===== src/rtl/pe_pkg.sv =====
// Shared constants, state encoding and saturation helper for the PE datapath stages.
package pe_pkg;

    localparam int PE_DW    = 8;
    localparam int PE_W     = 24;
    localparam int PE_CNT_W = 10;

    typedef enum logic {
        IDLE = 1'b0,
        ACC  = 1'b1
    } pe_state_e;

    typedef struct packed {
        logic            clamp;
        logic [PE_W-1:0] val;
    } sat_res_t;

    // Overflow of a W+1-bit value into W bits shows up as disagreeing top two bits.
    function automatic sat_res_t sat_clamp(input logic [PE_W:0] v);
        sat_res_t r;
        r.clamp = v[PE_W] ^ v[PE_W-1];
        if (!r.clamp) begin
            r.val = v[PE_W-1:0];
        end else if (v[PE_W]) begin
            r.val = {1'b1, {(PE_W-1){1'b0}}};
        end else begin
            r.val = {1'b0, {(PE_W-1){1'b1}}};
        end
        return r;
    endfunction

endpackage


===== src/rtl/pe_sat_add.sv =====
// Combinational W+1-bit signed add followed by a clamp to the signed W-bit range.
module pe_sat_add
    import pe_pkg::*;
#(
    parameter int W = PE_W
) (
    input  logic [W:0]   a_i,
    input  logic [W:0]   b_i,
    output logic [W-1:0] sum_o,
    output logic         sat_o
);

    logic [W:0] raw;
    assign raw = a_i + b_i;

    generate
        if (W == PE_W) begin : g_pkg
            sat_res_t res;
            assign res   = sat_clamp(raw);
            assign sum_o = res.val;
            assign sat_o = res.clamp;
        end else begin : g_gen
            always_comb begin
                sat_o = raw[W] ^ raw[W-1];
                sum_o = raw[W-1:0];
                if (sat_o) begin
                    sum_o = raw[W] ? {1'b1, {(W-1){1'b0}}} : {1'b0, {(W-1){1'b1}}};
                end
            end
        end
    endgenerate

endmodule


===== src/rtl/pe_mac_acc.sv =====
// Streaming signed multiply-accumulate: sums one in_last-delimited window of
// products and emits a saturated partial sum, sticky clamp flag and term count.
module pe_mac_acc
    import pe_pkg::*;
#(
    parameter int DW    = PE_DW,
    parameter int W     = PE_W,
    parameter int CNT_W = PE_CNT_W
) (
    input  logic                 clk,
    input  logic                 rst_n,
    input  logic                 clr,
    input  logic                 in_valid,
    output logic                 in_ready,
    input  logic signed [DW-1:0] in_a,
    input  logic signed [DW-1:0] in_b,
    input  logic                 in_last,
    output logic                 out_valid,
    input  logic                 out_ready,
    output logic signed [W-1:0]  out_data,
    output logic                 out_sat,
    output logic [CNT_W-1:0]     out_cnt
);

    localparam logic [CNT_W-1:0] CNT_MAX = '1;

    pe_state_e        state_q, state_d;
    logic [W-1:0]     acc_q, acc_d;
    logic             sat_q, sat_d;
    logic [CNT_W-1:0] cnt_q, cnt_d;
    logic             out_valid_q, out_valid_d;
    logic [W-1:0]     out_data_q, out_data_d;
    logic             out_sat_q, out_sat_d;
    logic [CNT_W-1:0] out_cnt_q, out_cnt_d;

    logic                   accept;
    logic                   first;
    logic signed [2*DW-1:0] a_ext, b_ext, prod;
    logic [W:0]             prod_ext, acc_ext;
    logic [W-1:0]           sum;
    logic                   sum_clamp;
    logic                   sat_nxt;
    logic [CNT_W-1:0]       cnt_nxt;

    assign in_ready = rst_n && !(out_valid_q && !out_ready);
    assign accept   = in_valid && in_ready;
    // clr turns a coincident beat into the first term of a fresh window.
    assign first    = clr || (state_q == IDLE);

    assign a_ext    = {{DW{in_a[DW-1]}}, in_a};
    assign b_ext    = {{DW{in_b[DW-1]}}, in_b};
    assign prod     = a_ext * b_ext;
    assign prod_ext = {{(W+1-2*DW){prod[2*DW-1]}}, prod};
    assign acc_ext  = first ? '0 : {acc_q[W-1], acc_q};

    pe_sat_add #(.W(W)) u_sat_add (
        .a_i   (acc_ext),
        .b_i   (prod_ext),
        .sum_o (sum),
        .sat_o (sum_clamp)
    );

    assign sat_nxt = sum_clamp || (!first && sat_q);
    assign cnt_nxt = first ? CNT_W'(1) :
                     (cnt_q == CNT_MAX) ? CNT_MAX : cnt_q + CNT_W'(1);

    always_comb begin
        state_d     = state_q;
        acc_d       = acc_q;
        sat_d       = sat_q;
        cnt_d       = cnt_q;
        out_valid_d = out_valid_q;
        out_data_d  = out_data_q;
        out_sat_d   = out_sat_q;
        out_cnt_d   = out_cnt_q;

        if (out_valid_q && out_ready) begin
            out_valid_d = 1'b0;
        end
        if (clr) begin
            state_d = IDLE;
            acc_d   = '0;
            sat_d   = 1'b0;
            cnt_d   = '0;
        end
        if (accept) begin
            if (in_last) begin
                state_d     = IDLE;
                acc_d       = '0;
                sat_d       = 1'b0;
                cnt_d       = '0;
                out_valid_d = 1'b1;
                out_data_d  = sum;
                out_sat_d   = sat_nxt;
                out_cnt_d   = cnt_nxt;
            end else begin
                state_d = ACC;
                acc_d   = sum;
                sat_d   = sat_nxt;
                cnt_d   = cnt_nxt;
            end
        end
    end

    always_ff @(posedge clk) begin
        if (!rst_n) begin
            state_q     <= IDLE;
            acc_q       <= '0;
            sat_q       <= 1'b0;
            cnt_q       <= '0;
            out_valid_q <= 1'b0;
            out_data_q  <= '0;
            out_sat_q   <= 1'b0;
            out_cnt_q   <= '0;
        end else begin
            state_q     <= state_d;
            acc_q       <= acc_d;
            sat_q       <= sat_d;
            cnt_q       <= cnt_d;
            out_valid_q <= out_valid_d;
            out_data_q  <= out_data_d;
            out_sat_q   <= out_sat_d;
            out_cnt_q   <= out_cnt_d;
        end
    end

    assign out_valid = out_valid_q;
    assign out_data  = out_data_q;
    assign out_sat   = out_sat_q;
    assign out_cnt   = out_cnt_q;

endmodule


===== config.mk =====
export PLATFORM = sky130hd
export DESIGN_NAME = pe_mac_acc
export DESIGN_NICKNAME = d
export VERILOG_FILES = /design/src/rtl/pe_pkg.sv /design/src/rtl/pe_sat_add.sv /design/src/rtl/pe_mac_acc.sv
export SDC_FILE = /design/constraint.sdc
export NUM_CORES = 1
export LEC_CHECK = 0
export CAP_MARGIN = 30
export CELL_PAD_IN_SITES_DETAIL_PLACEMENT = 1
export CELL_PAD_IN_SITES_GLOBAL_PLACEMENT = 2
export CORE_ASPECT_RATIO = 1.1
export CORE_MARGIN = 2
export CORE_UTILIZATION = 37
export DETAILED_ROUTE_END_ITERATION = 6
export GPL_ROUTABILITY_DRIVEN = 1
export PLACE_DENSITY_LB_ADDON = 0.1
export SYNTH_ARGS = -nofsm -noshare
export SYNTH_HDL_FRONTEND = slang
export SYNTH_SLANG_ARGS = --single-unit

===== constraint.sdc =====
create_clock -name clk -period 12 [get_ports clk]
set_clock_uncertainty 0.2 [all_clocks]
set_input_delay 2.4 -clock clk [delete_from_list [all_inputs] [get_ports clk]]
set_output_delay 2.4 -clock clk [all_outputs]
set_load 0.005 [all_outputs]

==> results of run 1 <==
-- layer usage --
metal  wire, µm  global-route usage, %  vias to the layer above
li1           -                      -                     2727
met1       7940                   23.4                     2775
met2      10100                   39.9                       76
met3        440                   3.00                       26
met4        421                   6.12                        0
met5          0                      0                        -
-- per-stage QoR --
| step | total power (W) | area [µm²] | utilization (%) | setup slack, ns |
|---|---|---|---|---|
| 2_1_floorplan | 0.00144 | 6670 | - | 2.81 |
| 3_3_place_gp | 0.00180 | 7470 | 42.2 | 1.25 |
| 3_5_place_dp | 0.00184 | 7480 | 42.3 | 1.15 |
| 4_1_cts | 0.00211 | 7770 | 43.9 | 1.46 |
| 5_1_grt | 0.00231 | 7770 | 43.9 | 0.896 |
| 6_report | 0.00209 | 7770 | 43.9 | 1.41 |
-- worst max-delay path: cells and delay by family --
family / cells / cell delay (ns)
simple gates: 5 / 0.99
buf+inv: 4 / 0.86
mux: 1 / 0.60
xor+xnor: 1 / 0.09
fa+ha+maj: 6 / 2.84
compound gates: 13 / 2.88
-- power by group through the flow --
stage          registers [W]  clock network (W)  logic (W)
6_report            0.000326           0.000257    0.00151
3_5_place_dp        0.000332                  0    0.00151
5_1_grt             0.000332           0.000278    0.00170
3_3_place_gp        0.000331                  0    0.00147
2_1_floorplan       0.000320                  0    0.00112
4_1_cts             0.000327           0.000263    0.00152
-- cells by family after synthesis --
family / count (synthesis) / share of synthesized area, %
AND/OR/NAND/NOR: 240 / 18.5
AO/OA/AOI/OAI: 179 / 19.5
buffers and inverters: 123 / 7.16
adder cells (fa/ha/maj): 111 / 27.1
flip-flops: 72 / 21.6
XOR/XNOR: 42 / 5.51
multiplexers: 4 / 0.675
-- sequential cells by signal (all words and copies together) (netlist names) --
name	flops
acc_q	24
cnt_q	10
out_cnt	10
out_data	24
out_sat	1
out_valid	1
sat_q	1
state_q	1
-- path summary, 6_finish.rpt --
check | from | endpoint | slack, ns | depth (start not counted)
setup / recovery | in_b[7] | acc_q[21] | 1.41 | 30
setup reg to reg | state_q | acc_q[21] | 6.98 | 14
hold reg to reg | out_cnt[8] | out_cnt[8] | 0.27 | 2
hold / removal | out_cnt[8] | out_cnt[8] | 0.27 | 2
-- layout make-up --
type	instances	area, µm²	area share, %
inverter	99	372	4.78
clock buffer	9	225	2.90
clock inverter	7	58.8	0.757
sequential	72	1440	18.6
timing repair buffer	62	611	7.86
tap	238	298	3.83
multi-input combinational	576	4760	61.3
-- cell usage in the layout (no fill, tap or decap), types with 9 or more instances in the layout --
master / count
o211ai_1: 10
nand3_1: 22
a211oi_1: 13
clkdlybuf4s50_1: 58
ha_1: 53
nor2_1: 43
inv_1: 97
fa_1: 56
a221o_1: 25
a21oi_1: 43
o21a_1: 9
nand2b_1: 10
xnor2_1: 31
xor2_1: 11
o21ai_0: 27
and2_1: 74
nand2_1: 57
dfxtp_1: 72
a21o_1: 13
clkbuf_16: 9
nor2b_1: 11
==> results.toml, run 1 <==
[outcome]
run_status = "finished, final reports clean"

[power_and_ir_drop]
ir_drop_mv = 0.130
pwr_density_cell_nw_per_um2 = 269
p_seq_share_pct = 15.6
swShare_pct = 49.4
p_comb_share_pct = 72.2
power.switching_w = 0.00103
p_leak_nw = 3.48
clock_power_share_pct = 12.3
p_int_w = 0.00106

[die]
initial_core_util_pct = 37.8
die_h_um = 145
row_count = 51
dieArea_um2 = 19100
core-area_um2 = 17700
die_w_um = 132
io-pin-count = 59

[sta]
timing.setup.tns_ns = 0
setup_violations = 0
hold_ws_ns = 0.266
period_minus_slack_ns = 10.59
maxSlewViolCount = 0
max_freq_ghz = 0.0944
finalHoldViolCount = 0
worst_slew_pin_slew_ns = 0.974
post-route-period-util_pct = 88.3
rsz0062_at_grt = "false"
slew_headroom_pct = 34.9

[synthesis]
post_synth_inst_count = 771
yosys.area.top_type_share_pct = 21.6
synthTopCellsByArea = "dfxtp_1 (22%), fa_1 (17%), ha_1 (9.9%)"
async_reset_ff_share_pct = 0
synth_cell_types = 56
yosys_warnings = 0
syn_area_um2 = 6670
ys_ff_latch = 72
ys_seq_area_share_pct = 21.6
synthFlopType = "dfxtp_1"
synthTopCellsByCount = "inv_1 (97), and2_1 (74), dfxtp_1 (72)"
yosysMostFrequentCell = "inv_1"
synth_edf_count = 0
synth_nets = 902
synth_top_area_cell = "dfxtp_1"
avgSynthCellArea_um2 = 8.65

[cts]
postCtsHoldBufs = 0
cts_resized = 0
clk_pin_slew_ns = 0.07
cts.sinks = 72
post-cts-setup-buffer-count = 0
insertion_delay_ns = 0.33
h-tree-depth = 3
clk_path_buf_depth = 2
numCtsBuffers = 9
root_buffer = "clkbuf_16"
cts_tree = "yes"

[finish]
layout.nets = 951
num_antenna_cells = 0
fin_cells = 1063
area_growth_pct = 16.4
nFillCells = 2080
drive_gt1_share_pct = 4.61

[critical_path]
worst_path_largest_cell_delay_ns = 0.70
worstPathMaxFanout = 16
crit_slowest_cell = "clkdlybuf4s50_1"
cp.arrival_ns = 10.66
endpoint_kind = "flop"
worstSetupPathType = "primary input to flop"
worst_setup_path_start_kind = "primary input"
crit_required_ns = 12.07

[placement]
hpwl_um = 15300
portBuffers = 58
gp_congestion = 0.823
dp.cells = 1047

[global_routing]
overflow = 0
antenna_found_initial = 0
grt_max_degree = 36
grt_use_total_pct = 20.6
grt_pass1_wl_um = 31300
grt_pass1_vias = 6122

[drt]
ant_nets = 0
initialDrtViolationCount = 184
vias_per_cell = 5.27
drcViolationCount = 0
drt-wirelength-per-cell_um = 17.7
num_vias = 5604
wirelength_um = 18900
first_pass_iters = 4

[worst_hold_path]
hp-class = "flop to flop"

[run]
max-cap-violations = 0
Note: power is estimated with default switching activity, not from simulation.
==> inputs of run 2 (changes only) <==
CORE_UTILIZATION = 36   (was 37)
SYNTH_HIERARCHICAL = 1   (was default)
==> results.toml, run 2 <==
[critical_path]
crit_required_ns = 12.07
cp.arrival_ns = 10.64
worst_setup_path_start_kind = "primary input"
worstSetupPathType = "primary input to flop"
endpoint_kind = "flop"
r2r-start = "state_q"
worstPathMaxFanout = 18
cp-startpoint = "in_b[4]"

[sta]
finalHoldViolCount = 0
timing.setup.tns_ns = 0
max_freq_ghz = 0.0946
hold_ws_ns = 0.255
post-route-period-util_pct = 88.1
maxSlewViolCount = 0
slew_headroom_pct = 39.5
rsz0062_at_grt = "false"
period_minus_slack_ns = 10.57
setup_violations = 0
worst_slew_pin_slew_ns = 0.905

[power_and_ir_drop]
pwr_density_cell_nw_per_um2 = 314
p_leak_nw = 3.51
ir_drop_mv = 0.170

[synthesis]
synth_nets = 965
yosys_warnings = 6
avgSynthCellArea_um2 = 8.29
ys_ff_latch = 72
ys_seq_area_share_pct = 20.9
synth_top_area_cell = "dfxtp_1"
yosys.area.top_type_share_pct = 20.9
post_synth_inst_count = 833
synthTopCellsByCount = "inv_1 (94), nand2_1 (87), and2_1 (72), dfxtp_1 (72), fa_1 (56)"
synthTopCellsByArea = "dfxtp_1 (21%), fa_1 (16%), ha_1 (9.8%)"
syn_area_um2 = 6910
synthFlopType = "dfxtp_1"
yosysMostFrequentCell = "inv_1"
async_reset_ff_share_pct = 0
synth_edf_count = 0
synth_cell_types = 67

[cts]
cts_resized = 0
clk_path_buf_depth = 2
numCtsBuffers = 9
postCtsHoldBufs = 0
clk_pin_slew_ns = 0.06
insertion_delay_ns = 0.34
h-tree-depth = 3
root_buffer = "clkbuf_16"
cts_tree = "yes"
cts.sinks = 72
post-cts-setup-buffer-count = 0

[finish]
layout.nets = 1010
nFillCells = 2272
num_antenna_cells = 0
area_growth_pct = 16.9
mostFrequentLayoutCell = "inv_1"
drive_gt1_share_pct = 5.32
final_cell_mix = "inv_1 (94), nand2_1 (87), and2_1 (72), dfxtp_1 (72), clkdlybuf4s50_1 (58)"

[die]
row_count = 53
io-pin-count = 59
die_w_um = 136
dieArea_um2 = 20300
initial_core_util_pct = 36.4
die_h_um = 149
core-area_um2 = 19000

[drt]
num_vias = 5925
drt-wirelength-per-cell_um = 17.3
drcViolationCount = 0
ant_nets = 0
wirelength_um = 19500
first_pass_iters = 4
initialDrtViolationCount = 198
vias_per_cell = 5.24

[worst_hold_path]
min_from = "out_data[16]"
hp-class = "flop to flop"

[global_routing]
antenna_found_initial = 0
grt_use_total_pct = 20.5
grt_pass1_vias = 6549
grt_pass1_wl_um = 33300
overflow = 0
grt_max_degree = 44

[placement]
portBuffers = 58
hpwl_um = 15700
gp_congestion = 0.848

[outcome]
run_status = "finished, final reports clean"

[run]
max-cap-violations = 0
## run 2: cell count changes after synthesis, moves of 10 or more
cell / previous run / this run
nand2_1: 57 / 87
a22oi_1: 1 / 29
o21ai_1: 0 / 25
a221o_1: 25 / 1
nand3_1: 22 / 46
a211oi_1: 13 / 3
xnor2_1: 31 / 21
## run 2: power breakdown
group          internal (W)  switching [W]
registers          0.000287      0.0000231
logic              0.000714        0.00122
clock network      0.000188       0.000106
## run 2: per-stage QoR
step           util [%]  instance area, µm²  total power [W]  instances  setup WS, ns
6_report           42.6                8080          0.00254       1130          1.43
5_1_grt            42.6                8080          0.00279       1130         0.873
4_1_cts            42.6                8080          0.00256       1130          1.42
3_5_place_dp       40.8                7740          0.00223       1114          1.10
3_3_place_gp       40.6                7700          0.00217       1112          1.36
2_1_floorplan         -                6910          0.00175        833          2.81
## run 2: worst paths after layout
kind                  end  slack, ns  cells past startpoint
max             acc_q[22]       1.43                     25
min          out_data[16]       0.25                      2
max reg2reg     acc_q[22]       7.32                     14
min reg2reg  out_data[16]       0.25                      2
## run 2: cells by family (layout without fill, tap and decap cells)
logic type | count (synthesis) | count (layout) | synth area share [%]
and+or+nand+nor | 311 | 311 | 23.0
AOI/OAI and AO/OA | 172 | 172 | 17.2
buffers and inverters | 124 | 174 | 7.01
adders and majority gates | 116 | 116 | 27.0
DFF | 72 | 72 | 20.9
xor gates and xnor gates | 35 | 35 | 4.44
muxes | 3 | 3 | 0.453
## run 2: final cells by class
cell class                 count  area, µm²  area share, %
sequential                    72       1440           17.8
clock inverter                 6       92.6           1.15
tap                          247        309           3.83
timing repair buffer          64        653           8.09
clock buffer                  10        239           2.96
inverter                      94        353           4.37
multi-input combinational    637       4990           61.8
## run 2: routing by layer
layer	routed length, µm	up-vias	GRT usage, %
met5	0	-	0
met4	390	0	5.31
met3	521	26	2.68
met2	9780	94	36.6
met1	8840	2909	25.8
li1	-	2896	-
## run 2: critical path, cell delays in order
cell and delay (ns):
clkdlybuf4s50_1 0.55, and2_1 0.26, fa_1 0.70, inv_1 0.18, fa_1 0.57, inv_1 0.06
fa_1 0.54, inv_1 0.06, fa_1 0.53, inv_1 0.04, ha_1 0.32, nand2_1 0.11
a2111o_1 0.40, and3_1 0.17, o32ai_2 0.71, ha_1 0.44, a21oi_1 0.25, o21ai_0 0.15
a221oi_2 0.44, mux2i_1 0.18, a311oi_4 0.55, o21ai_2 0.39, a21oi_1 0.37, a22oi_1 0.14
nor2_1 0.13
